$ cat config.mk
export PLATFORM = sky130hd
export DESIGN_NAME = add_sub_fpu_flat
export DESIGN_NICKNAME = d
export VERILOG_FILES = /design/src/rtl/add_sub_fpu_pkg.sv /design/src/rtl/add_sub_fpu_if.sv /design/src/rtl/add_sub_fpu_lzc.sv /design/src/rtl/add_sub_fpu.sv /design/src/flat_wrapper.sv
export SDC_FILE = /design/constraint.sdc
export NUM_CORES = 1
export LEC_CHECK = 0
export ABC_AREA = 1
export BUFFER_PORTS_ARGS = -buffer_cell sky130_fd_sc_hd__buf_2
export CAP_MARGIN = 0
export CORE_MARGIN = 1
export CORE_UTILIZATION = 60
export DETAILED_ROUTE_END_ITERATION = 10
export PLACE_DENSITY = 0.78
export RECOVER_POWER = 50
export SLEW_MARGIN = 10
export SYNTH_ARGS = -nofsm -noshare
export SYNTH_HDL_FRONTEND = slang
export SYNTH_SLANG_ARGS = --single-unit
export TNS_END_PERCENT = 1
$ cat constraint.sdc
create_clock -name clk -period 6 [get_ports clk]
set_input_delay 0.3 -clock clk [delete_from_list [all_inputs] [get_ports clk]]
set_output_delay 0.3 -clock clk [all_outputs]
set_load 0.05 [all_outputs]
$ cat src/rtl/add_sub_fpu_pkg.sv
// Shared widths, constants, state encoding and payload types for the FP32 adder/subtractor.
package add_sub_fpu_pkg;

    localparam int unsigned FP_W    = 32;
    localparam int unsigned EXP_W   = 8;
    localparam int unsigned MAN_W   = 23;
    localparam int unsigned SIG_W   = MAN_W + 1;
    localparam int unsigned EXT_W   = SIG_W + 3;
    localparam int unsigned SUM_W   = EXT_W + 1;
    localparam int unsigned EXPR_W  = 10;
    localparam int unsigned LZC_W   = 5;
    localparam int unsigned BIAS    = 127;
    localparam int unsigned EXP_MAX = 2 * BIAS + 1;

    localparam logic [FP_W-1:0] QNAN = 32'h7FC0_0000;

    typedef enum logic [2:0] {
        S_IDLE,
        S_UNPACK,
        S_ALIGN,
        S_ADDSUB,
        S_NORM,
        S_ROUND,
        S_DONE
    } state_e;

    typedef struct packed {
        logic            add_sub;
        logic [FP_W-1:0] a;
        logic [FP_W-1:0] b;
    } fpu_req_t;

    typedef struct packed {
        logic             sign;
        logic [EXP_W-1:0] exp;
        logic [SIG_W-1:0] sig;
    } fop_t;

    typedef struct packed {
        fop_t op;
        logic is_zero;
        logic is_inf;
        logic is_nan;
    } ufloat_t;

    // Split an FP32 word; subnormals collapse to a signed zero, flip negates the sign.
    function automatic ufloat_t fp_unpack(input logic [FP_W-1:0] x, input logic flip);
        ufloat_t          u;
        logic [EXP_W-1:0] e;
        logic [MAN_W-1:0] m;
        e         = x[FP_W-2 -: EXP_W];
        m         = x[MAN_W-1:0];
        u.is_zero = (e == '0);
        u.is_inf  = (e == '1) && (m == '0);
        u.is_nan  = (e == '1) && (m != '0);
        u.op.sign = x[FP_W-1] ^ flip;
        u.op.exp  = e;
        u.op.sig  = u.is_zero ? '0 : {1'b1, m};
        return u;
    endfunction

    function automatic logic [FP_W-1:0] fp_inf(input logic sign);
        return {sign, {EXP_W{1'b1}}, {MAN_W{1'b0}}};
    endfunction

endpackage

$ cat src/rtl/add_sub_fpu_if.sv
// Request/response bundle between the execute stage and the FP32 adder/subtractor.
interface add_sub_fpu_if;
    import add_sub_fpu_pkg::*;

    logic            start;
    logic            add_sub;
    logic [FP_W-1:0] a;
    logic [FP_W-1:0] b;
    logic            ready;
    logic [FP_W-1:0] result;

    modport master (
        output start, add_sub, a, b,
        input  ready, result
    );

    modport slave (
        input  start, add_sub, a, b,
        output ready, result
    );

endinterface

$ cat src/rtl/add_sub_fpu_lzc.sv
// Combinational leading-zero counter; an all-zero input returns W.
module add_sub_fpu_lzc #(
    parameter int unsigned W  = 28,
    parameter int unsigned CW = $clog2(W + 1)
) (
    input  logic [W-1:0]  in_i,
    output logic [CW-1:0] cnt_c_o
);

    // Ascending scan: the highest set bit writes last and wins.
    always_comb begin
        cnt_c_o = CW'(W);
        for (int i = 0; i < int'(W); i++) begin
            if (in_i[i]) begin
                cnt_c_o = CW'(int'(W) - 1 - i);
            end
        end
    end

endmodule

$ cat src/rtl/add_sub_fpu.sv
// FP32 add/subtract, round-to-nearest-even, fixed six-state pipeline through a single FSM.
module add_sub_fpu
    import add_sub_fpu_pkg::*;
(
    input  logic         clk,
    input  logic         rst,
    add_sub_fpu_if.slave bus
);

    localparam logic signed [EXPR_W-1:0] EXP_OVF  = EXPR_W'(EXP_MAX);
    localparam logic signed [EXPR_W-1:0] EXP_ZERO = '0;

    state_e                    state_q, state_d;
    fpu_req_t                  req_q, req_d;
    fop_t                      ua_q, ua_d, ub_q, ub_d;
    logic                      spec_q, spec_d;
    logic [FP_W-1:0]           spec_res_q, spec_res_d;
    logic                      sign_q, sign_d;
    logic                      eff_sub_q, eff_sub_d;
    logic signed [EXPR_W-1:0]  exp_q, exp_d;
    logic [EXT_W-1:0]          big_q, big_d;
    logic [EXT_W-1:0]          small_q, small_d;
    logic [SUM_W-1:0]          sum_q, sum_d;
    logic [EXT_W-1:0]          norm_q, norm_d;
    logic                      ready_q, ready_d;
    logic [FP_W-1:0]           result_q, result_d;

    ufloat_t                   ua_c, ub_c;
    logic                      special_c;
    logic [FP_W-1:0]           special_res_c;
    logic                      a_big_c;
    fop_t                      lg_c, sm_c;
    logic [EXP_W-1:0]          diff_c;
    logic [EXT_W-1:0]          sm_ext_c, sm_sh_c;
    logic [LZC_W-1:0]          lz_c, shamt_c;
    logic [EXT_W-1:0]          norm_c;
    logic signed [EXPR_W-1:0]  norm_exp_c;
    logic                      inc_c;
    logic [SIG_W-1:0]          frac_r_c;
    logic signed [EXPR_W-1:0]  rexp_c;
    logic [FP_W-1:0]           round_res_c;

    assign bus.ready  = ready_q;
    assign bus.result = result_q;

    assign ua_c = fp_unpack(req_q.a, 1'b0);
    assign ub_c = fp_unpack(req_q.b, req_q.add_sub);

    // Operand classes that fully determine the answer skip the arithmetic result.
    always_comb begin
        special_c     = 1'b1;
        special_res_c = QNAN;
        if (ua_c.is_nan || ub_c.is_nan) begin
            special_res_c = QNAN;
        end else if (ua_c.is_inf && ub_c.is_inf) begin
            special_res_c = (ua_c.op.sign == ub_c.op.sign) ? fp_inf(ua_c.op.sign) : QNAN;
        end else if (ua_c.is_inf) begin
            special_res_c = fp_inf(ua_c.op.sign);
        end else if (ub_c.is_inf) begin
            special_res_c = fp_inf(ub_c.op.sign);
        end else if (ua_c.is_zero && ub_c.is_zero) begin
            special_res_c = {ua_c.op.sign & ub_c.op.sign, {(FP_W-1){1'b0}}};
        end else begin
            special_c     = 1'b0;
            special_res_c = '0;
        end
    end

    // Order by magnitude and right-align the smaller significand with a sticky jam.
    always_comb begin
        a_big_c  = {ua_q.exp, ua_q.sig} >= {ub_q.exp, ub_q.sig};
        lg_c     = a_big_c ? ua_q : ub_q;
        sm_c     = a_big_c ? ub_q : ua_q;
        diff_c   = lg_c.exp - sm_c.exp;
        sm_ext_c = {sm_c.sig, 3'b000};
        if (diff_c >= EXP_W'(EXT_W)) begin
            sm_sh_c = {{(EXT_W-1){1'b0}}, |sm_c.sig};
        end else begin
            sm_sh_c    = sm_ext_c >> diff_c;
            sm_sh_c[0] = sm_sh_c[0] | (|(sm_ext_c & ((EXT_W'(1) << diff_c) - EXT_W'(1))));
        end
    end

    add_sub_fpu_lzc #(
        .W  (SUM_W),
        .CW (LZC_W)
    ) u_lzc (
        .in_i    (sum_q),
        .cnt_c_o (lz_c)
    );

    // A zero sum shifts out completely, leaving the hidden-bit slot clear.
    always_comb begin
        shamt_c = lz_c - LZC_W'(1);
        if (sum_q[SUM_W-1]) begin
            norm_c     = {sum_q[SUM_W-1:2], sum_q[1] | sum_q[0]};
            norm_exp_c = exp_q + $signed(EXPR_W'(1));
        end else begin
            norm_c     = sum_q[EXT_W-1:0] << shamt_c;
            norm_exp_c = exp_q - $signed(EXPR_W'(shamt_c));
        end
    end

    always_comb begin
        inc_c    = norm_q[2] & (norm_q[1] | norm_q[0] | norm_q[3]);
        frac_r_c = {1'b0, norm_q[EXT_W-2:3]} + SIG_W'(inc_c);
        rexp_c   = exp_q + $signed(EXPR_W'(frac_r_c[MAN_W]));
        if (spec_q) begin
            round_res_c = spec_res_q;
        end else if (!norm_q[EXT_W-1]) begin
            round_res_c = '0;
        end else if (rexp_c >= EXP_OVF) begin
            round_res_c = fp_inf(sign_q);
        end else if (rexp_c <= EXP_ZERO) begin
            round_res_c = {sign_q, {(FP_W-1){1'b0}}};
        end else begin
            round_res_c = {sign_q, rexp_c[EXP_W-1:0], frac_r_c[MAN_W-1:0]};
        end
    end

    // Next-state and per-stage register loads.
    always_comb begin
        state_d    = state_q;
        req_d      = req_q;
        ua_d       = ua_q;
        ub_d       = ub_q;
        spec_d     = spec_q;
        spec_res_d = spec_res_q;
        sign_d     = sign_q;
        eff_sub_d  = eff_sub_q;
        exp_d      = exp_q;
        big_d      = big_q;
        small_d    = small_q;
        sum_d      = sum_q;
        norm_d     = norm_q;
        ready_d    = ready_q;
        result_d   = result_q;
        case (state_q)
            S_IDLE, S_DONE: begin
                if (bus.start) begin
                    req_d.add_sub = bus.add_sub;
                    req_d.a       = bus.a;
                    req_d.b       = bus.b;
                    ready_d       = 1'b0;
                    state_d       = S_UNPACK;
                end
            end
            S_UNPACK: begin
                ua_d       = ua_c.op;
                ub_d       = ub_c.op;
                spec_d     = special_c;
                spec_res_d = special_res_c;
                state_d    = S_ALIGN;
            end
            S_ALIGN: begin
                sign_d    = lg_c.sign;
                eff_sub_d = lg_c.sign ^ sm_c.sign;
                exp_d     = $signed(EXPR_W'(lg_c.exp));
                big_d     = {lg_c.sig, 3'b000};
                small_d   = sm_sh_c;
                state_d   = S_ADDSUB;
            end
            S_ADDSUB: begin
                sum_d   = eff_sub_q ? ({1'b0, big_q} - {1'b0, small_q})
                                    : ({1'b0, big_q} + {1'b0, small_q});
                state_d = S_NORM;
            end
            S_NORM: begin
                norm_d  = norm_c;
                exp_d   = norm_exp_c;
                state_d = S_ROUND;
            end
            S_ROUND: begin
                result_d = round_res_c;
                ready_d  = 1'b1;
                state_d  = S_DONE;
            end
            default: state_d = S_IDLE;
        endcase
    end

    always_ff @(posedge clk) begin
        if (rst) begin
            state_q    <= S_IDLE;
            req_q      <= '0;
            ua_q       <= '0;
            ub_q       <= '0;
            spec_q     <= 1'b0;
            spec_res_q <= '0;
            sign_q     <= 1'b0;
            eff_sub_q  <= 1'b0;
            exp_q      <= '0;
            big_q      <= '0;
            small_q    <= '0;
            sum_q      <= '0;
            norm_q     <= '0;
            ready_q    <= 1'b0;
            result_q   <= '0;
        end else begin
            state_q    <= state_d;
            req_q      <= req_d;
            ua_q       <= ua_d;
            ub_q       <= ub_d;
            spec_q     <= spec_d;
            spec_res_q <= spec_res_d;
            sign_q     <= sign_d;
            eff_sub_q  <= eff_sub_d;
            exp_q      <= exp_d;
            big_q      <= big_d;
            small_q    <= small_d;
            sum_q      <= sum_d;
            norm_q     <= norm_d;
            ready_q    <= ready_d;
            result_q   <= result_d;
        end
    end

endmodule

$ cat src/flat_wrapper.sv
// flat-port wrapper written by rule: the top's interface ports become plain ports
module add_sub_fpu_flat import add_sub_fpu_pkg::*;
  (clk, rst, bus_start, bus_add_sub, bus_a, bus_b, bus_ready, bus_result);
  add_sub_fpu_if bus_i ();
  input  logic clk;
  input  logic rst;
  input wire logic [$bits(bus_i.start)-1:0] bus_start;
  input wire logic [$bits(bus_i.add_sub)-1:0] bus_add_sub;
  input wire logic [$bits(bus_i.a)-1:0] bus_a;
  input wire logic [$bits(bus_i.b)-1:0] bus_b;
  output wire logic [$bits(bus_i.ready)-1:0] bus_ready;
  output wire logic [$bits(bus_i.result)-1:0] bus_result;
  assign bus_i.start = bus_start;
  assign bus_i.add_sub = bus_add_sub;
  assign bus_i.a = bus_a;
  assign bus_i.b = bus_b;
  assign bus_ready = bus_i.ready;
  assign bus_result = bus_i.result;
  add_sub_fpu u_core (.clk(clk), .rst(rst), .bus(bus_i));
endmodule
# --- Yosys cells after proc, flatten, opt, wreduce, memory -nomap -nowiden ---
# Index checks and enable logic that the tools add are counted.
totals:
  register_bits: 318
  wordCells: 133
  output_inout_bits: 33
  in_bits: 68
classes:
  n_bitwise: 9
  magnitude_cmp: 4
  n_addsub: 9
  n_eq_ne: 10
  muxes: 56
  n_reduce_logical: 21
  n_shift: 3
op_table:
  columns: ["cell", "count"]
  rows:
  - ["32-bit two-way mux", 8]
  - ["5-bit two-way mux", 27]
  - ["33-bit two-way mux", 2]
  - ["31-bit two-way mux", 2]
  - ["27-bit two-way mux", 2]
  - ["24-bit two-way mux", 2]
  - ["23-bit logical NOT", 2]
  - ["23-bit nonzero test", 2]
  - ["32-bit >= comparator", 1]
  - ["27-bit by 27-bit adder with 28-bit output", 1]
  - ["28-bit two-way mux", 1]
  - ["27-bit by 27-bit subtractor with 28-bit output", 1]
  - ["27-bit AND", 1]
  - ["27-bit OR reduction", 1]
  - ["1-bit by 8-bit left shift with 27-bit output (first input constant)", 1]
  - ["27-bit by 5-bit left shift with 27-bit output", 1]
  - ["27-bit by 8-bit >> shifter with 27-bit output", 1]
  - ["27-bit by 1-bit subtractor with 27-bit output (second input constant)", 1]
  - ["23-bit by 1-bit adder with 24-bit output", 1]
  - ["24-bit OR reduction", 1]
  - ["10-bit one-hot mux with 2 select lines", 1]
  - ["3-bit one-hot mux with 6 select lines", 1]
  - ["8-bit == test (second input constant)", 2]
  - ["8-bit logical NOT", 2]
  - ["26 further kinds", 47]

# --- Logic depth before layout (Yosys ltp) ---
logic_depth:
  ltp_word: 32
  mapped_depth: 49

# --- Cells and area by module ---
# From an unflattened synthesis, not the netlist that was laid out.
unflattened:
  cells_unflattened: 2894
  area_unflattened_um2: 18909.4
modules_own_cells:
  columns: ["mod", "area_each_um2", "n_inst", "seq_area_each_um2", "cells_per_inst"]
  rows:
  - ["add_sub_fpu", 18510.3, 1, 5785.5, 2810]
  - ["add_sub_fpu_lzc", 399.1, 1, 0.0, 84]

# --- Worst setup path after synthesis ---
# Ideal clock, no wire load.
synth_timing:
  path_type: "flip-flop to flip-flop"
  startpoint: "register u_core.sum_q[0]"
  endpoint: "register u_core.exp_q[9]"
  t_arrival_ns: 5.245
  stages_incl_launch_ff: 50
  period_less_slack_ns: 5.377
  path_slack_ns: 0.623
  cell_sequence: "dfxtp_1 -> inv_1 -> o21ai_0 -> a21oi_1 -> o21ai_0 -> nand2_1 -> nand2_1 -> nand2_1 -> nand2_1 -> nand2_1 -> nand2_1 -> nand2_1 -> nand2_1 -> nand2_1 -> nand2_1 -> nand2_1 -> nand2_1 -> nand2_1 -> [14 not listed] -> inv_1 -> nor2_1 -> ha_1 -> a21oi_1 -> o21ai_0 -> inv_1 -> nor2_1 -> nor2_1 -> inv_1 -> a21oi_1 -> nor2_1 -> nor2_1 -> nor2_1 -> nor2_1 -> xnor2_1 -> or2_2 -> nand3_1 -> a21oi_1"
synth_between:
  elab_chain_len: 32
synth_lines:
  columns: ["element", "line", "text"]
  rows:
  - ["from (decl)", "add_sub_fpu.sv:23", "logic [SUM_W-1:0] sum_q, sum_d;"]
  - ["from (signal assigned)", "add_sub_fpu.sv:211", "sum_q <= sum_d;"]
  - ["3-bit two-way mux", "add_sub_fpu_lzc.sv:14", "if (in_i[i]) begin"]
  - ["5-bit two-way mux (27 in series)", "add_sub_fpu_lzc.sv:14", null]
  - ["5-bit by 1-bit subtractor with 5-bit output", "add_sub_fpu.sv:94", "shamt_c = lz_c - LZC_W'(1);"]
  - ["10-bit by 6-bit subtractor with 10-bit output", "add_sub_fpu.sv:100", "norm_exp_c = exp_q - $signed(EXPR_W'(shamt_c));"]
  - ["10-bit two-way mux", "add_sub_fpu.sv:95", "if (sum_q[SUM_W-1]) begin"]
  - ["10-bit one-hot mux with 2 select lines", "add_sub_fpu.sv:138", "case (state_q)"]
  - ["to (signal assigned)", "add_sub_fpu.sv:208", "exp_q <= exp_d;"]
  - ["to (decl)", "add_sub_fpu.sv:20", "logic signed [EXPR_W-1:0] exp_q, exp_d;"]
# Every way passes these cells.
# A chain may end at the register's enable or synchronous reset.

# --- Worst setup path after layout ---
# Same ends and word-level chain as after synthesis.

==> flow_summary.yaml <==
outcome:
  status: "complete, but fails checks"
  violations: "max-capacitance violations, max-slew violations"
synth:
  synth-edff-count: 0
  yosys-mux-area-fraction_pct: 0.209
  synth_ff_type: "dfxtp_1"
  ys_ff_latch: 289
  synthAdderAreaFrac_pct: 6.66
  synthesis.nets: 3175
  ys_seq_area_share_pct: 30.1
  synth-simple-area-share_pct: 30.3
  syn_area_mm2: 0.0192
  synth_compound_area_share_pct: 21.2
  synth-xor-area-share_pct: 2.05
  synth_top_area_share_pct: 30.1
  avgSynthCellArea_um2: 6.38
  synth_area_leader_cell: "dfxtp_1"
  async_reset_ff_share_pct: 0
  synth.distinct_cells: 59
  yosysWarnings: 0
  synthesis.instances: 3006
  synth_top_family_by_area: "simple AND/OR/NAND/NOR gates"
  synthTopCellsByArea: "dfxtp_1 (30%), nand2_1 (13%), a21oi_1 (8.2%), o21ai_0 (7.0%), nand3_1 (6.5%)"
floorplanning:
  die_h_um: 181
  coreArea_mm2: 0.0315
  rows: 65
  io_pins: 101
  die_x_um: 181
  start_util_pct: 61.0
  dieArea_mm2: 0.0327
cts:
  cts.sinks: 289
  cts_resized: 0
  cts_tree: "done"
  postCtsSetupBuffers: 0
  clock_latency_ns: 0.54
  cts_buffer_depth: 3
  htreeDepth: 2
  cts_buffers: 34
  clkTransAtPathRegs_ns: 0.06
  cts_hold_buf: 0
  cts_root_buffer: "clkbuf_16"
flow_run:
  drv_cap: 2
pwr:
  power_leakage_uw: 0.00941
  swShare_pct: 51.3
  p_int_uw: 5200
  ir_worst_vdd_mv: 0.357
  power_density_mw_per_mm2: 509
  comb_power_share_pct: 58.2
  p_switching_uw: 5480
  seqPwrFrac_pct: 21.7
  clkPwrFrac_pct: 20.2
worst_setup_path:
  crit_path_end_kind: "flip-flop"
  cp_max_fo: 15
  cp.arrival_ns: 5.74
  worstPathRequired_ns: 6.36
  slowest_stage: "dfxtp_2"
  critPathKind: "reg2reg"
  critPathMaxStageDelay_ns: 0.37
  start_kind: "flip-flop"
  cpMostUsedCell: "nand2_1"
layout:
  diodes: 0
  area_growth_pct: 9.43
  multi_input_area_mm2: 0.0116
  num-fill-cells: 2875
  mostFrequentLayoutCell: "nand2_1"
  regArea_mm2: 0.00579
  drive_above_1_share_pct: 6.71
  layout.nets: 3187
  most-common-layout-cells: "nand2_1 (668), a21oi_1 (312), inv_1 (300)"
global_route:
  gr-total-overflow: 0
  grt_max_degree: 120
  grt_pass1_vias: 19200
  grt_pass1_wl_mm: 97.3
  grt_antenna_before_repair: 2
  track_usage_pct: 36.5
sta:
  worst_slew_pin_slew_ns: 4.01
  fin_crit_sh_pct: 89.6
  min_period_ns: 5.38
  setup_viol_count_final: 0
  slew_viol_final: 193
  tns_ns: 0
  rsz0062_at_grt: "false"
  relSlewSlack_pct: -167
  max_freq_mhz: 186
  finalHoldViolations: 0
  timing.hold.ws_ns: 0.00689
  skew_ns: 0.0289
route:
  first_pass_iters: 6
  wl_per_cell_um: 17.9
  drc_errors: 0
  drtIter0Drc: 1877
  routed_wl_mm: 61.5
  final_antenna_net_count: 0
  routed_via_density: 6.00
  num_vias: 20600
hold_path:
  hold_class: "in2reg"
placed_design:
  dpl.hpwl_mm: 46.1
  place_congestion: 1.02
  port_buffers: 100
[critical path, delay by kind of cell (launching register included)]
kind / cells / cell delay [ns]
AND/OR/NAND/NOR: 27 / 2.05
AO/OA/AOI/OAI: 9 / 1.14
flip-flops: 1 / 0.37
XOR/XNOR: 2 / 0.24
adder cells (fa/ha/maj): 3 / 0.81
buffers and inverters: 6 / 0.58
[kinds of logic (layout without fill, tap and decap cells)]
logic type | Yosys count | count (layout)
AND/OR/NAND/NOR | 1357 | 1357
buffers and inverters | 474 | 509
AO/OA/AOI/OAI | 736 | 736
adder cells (fa/ha/maj) | 101 | 101
flip-flops | 289 | 289
multiplexers | 4 | 4
XOR/XNOR | 45 | 45
[synthesized netlist by cell type (3+ instances only)]
cell / count
nand2_1: 669
a21oi_1: 313
inv_1: 303
nor2_1: 300
dfxtp_1: 289
o21ai_0: 267
nand3_1: 250
clkbuf_1: 128
ha_1: 99
nand4_1: 50
xor2_1: 38
o211ai_1: 28
a31oi_1: 25
nor4_1: 21
nor3_1: 19
o21a_1: 18
buf_1: 17
a22oi_1: 12
a32oi_1: 10
o22ai_1: 10
a41oi_1: 9
nand2_2: 8
o21bai_1: 8
buf_2: 7
clkinv_1: 7
inv_2: 7
xnor2_1: 7
o21ai_1: 6
o31ai_1: 6
or2_2: 6
a211oi_1: 5
a21boi_0: 5
and2_1: 5
nor2_4: 5
mux2i_1: 4
nand3b_1: 4
a221oi_1: 3
buf_4: 3
nor3_2: 3
o2111ai_1: 3
o221ai_1: 3
[power groups by stage]
stage                     logic (µW)  registers, µW  clock network [µW]
final                           6210           2310                2160
after global routing            6800           2330                2240
after CTS                       6060           2300                2170
after detailed placement        6020           2340                   0
after global placement          5970           2330                   0
after floorplan                 4470           2270                   0
[layer usage]
| metal | global-route usage (%) | up-vias | share of wire [%] |
|---|---|---|---|
| li1 | - | 10100 | - |
| met1 | 43.7 | 9493 | 41 |
| met2 | 63.5 | 865 | 48 |
| met3 | 5.70 | 205 | 6.7 |
| met4 | 17.8 | 4 | 5.0 |
| met5 | 0 | - | 0.044 |
[flip-flops by register name, indices dropped and copies added (netlist names)]
name               flops
u_core.ub_q           33
u_core.ua_q           33
u_core.spec_q          1
u_core.big_q          24
u_core.spec_res_q      3
u_core.req_q          65
u_core.norm_q         27
u_core.eff_sub_q       1
u_core.bus.ready       1
u_core.bus.result     32
u_core.sum_q          28
u_core.small_q        27
u_core.sign_q          1
u_core.exp_q          10
u_core.state_q         3
[final cells by class]
type                            count  share of cell area [%]
Tap cell                          402                    2.39
Clock buffer                       45                    4.63
Inverter                          317                    5.67
Timing Repair Buffer              133                    3.36
Multi-Input combinational cell   2243                    55.4
Sequential cell                   289                    27.6
Clock inverter                     14                   0.971
[through the flow]
step	setup WS, ns	total power, µW	std cells	utilization (%)	cell area (µm²)
after floorplan	0.623	6740	3006	-	19200
after global placement	0.803	8300	3384	63.1	19900
after detailed placement	0.666	8360	3384	63.1	19900
after CTS	0.538	10500	3443	66.8	21000
after global routing	0.0278	11400	3443	66.7	21000
final	0.621	10700	3443	66.7	21000
[worst paths after layout]
path / end / startpoint / slack (ns) / depth (start not counted)
setup / recovery: u_core.exp_q[9] / u_core.sum_q[0] / 0.62 / 47
hold / removal: u_core.req_q[50] / bus_a[18] / 0.007 / 3
hold reg to reg: u_core.bus.ready / u_core.bus.ready / 0.46 / 2
setup reg to reg: u_core.exp_q[9] / u_core.sum_q[0] / 0.62 / 47
Power figures use the tool's default switching activity.
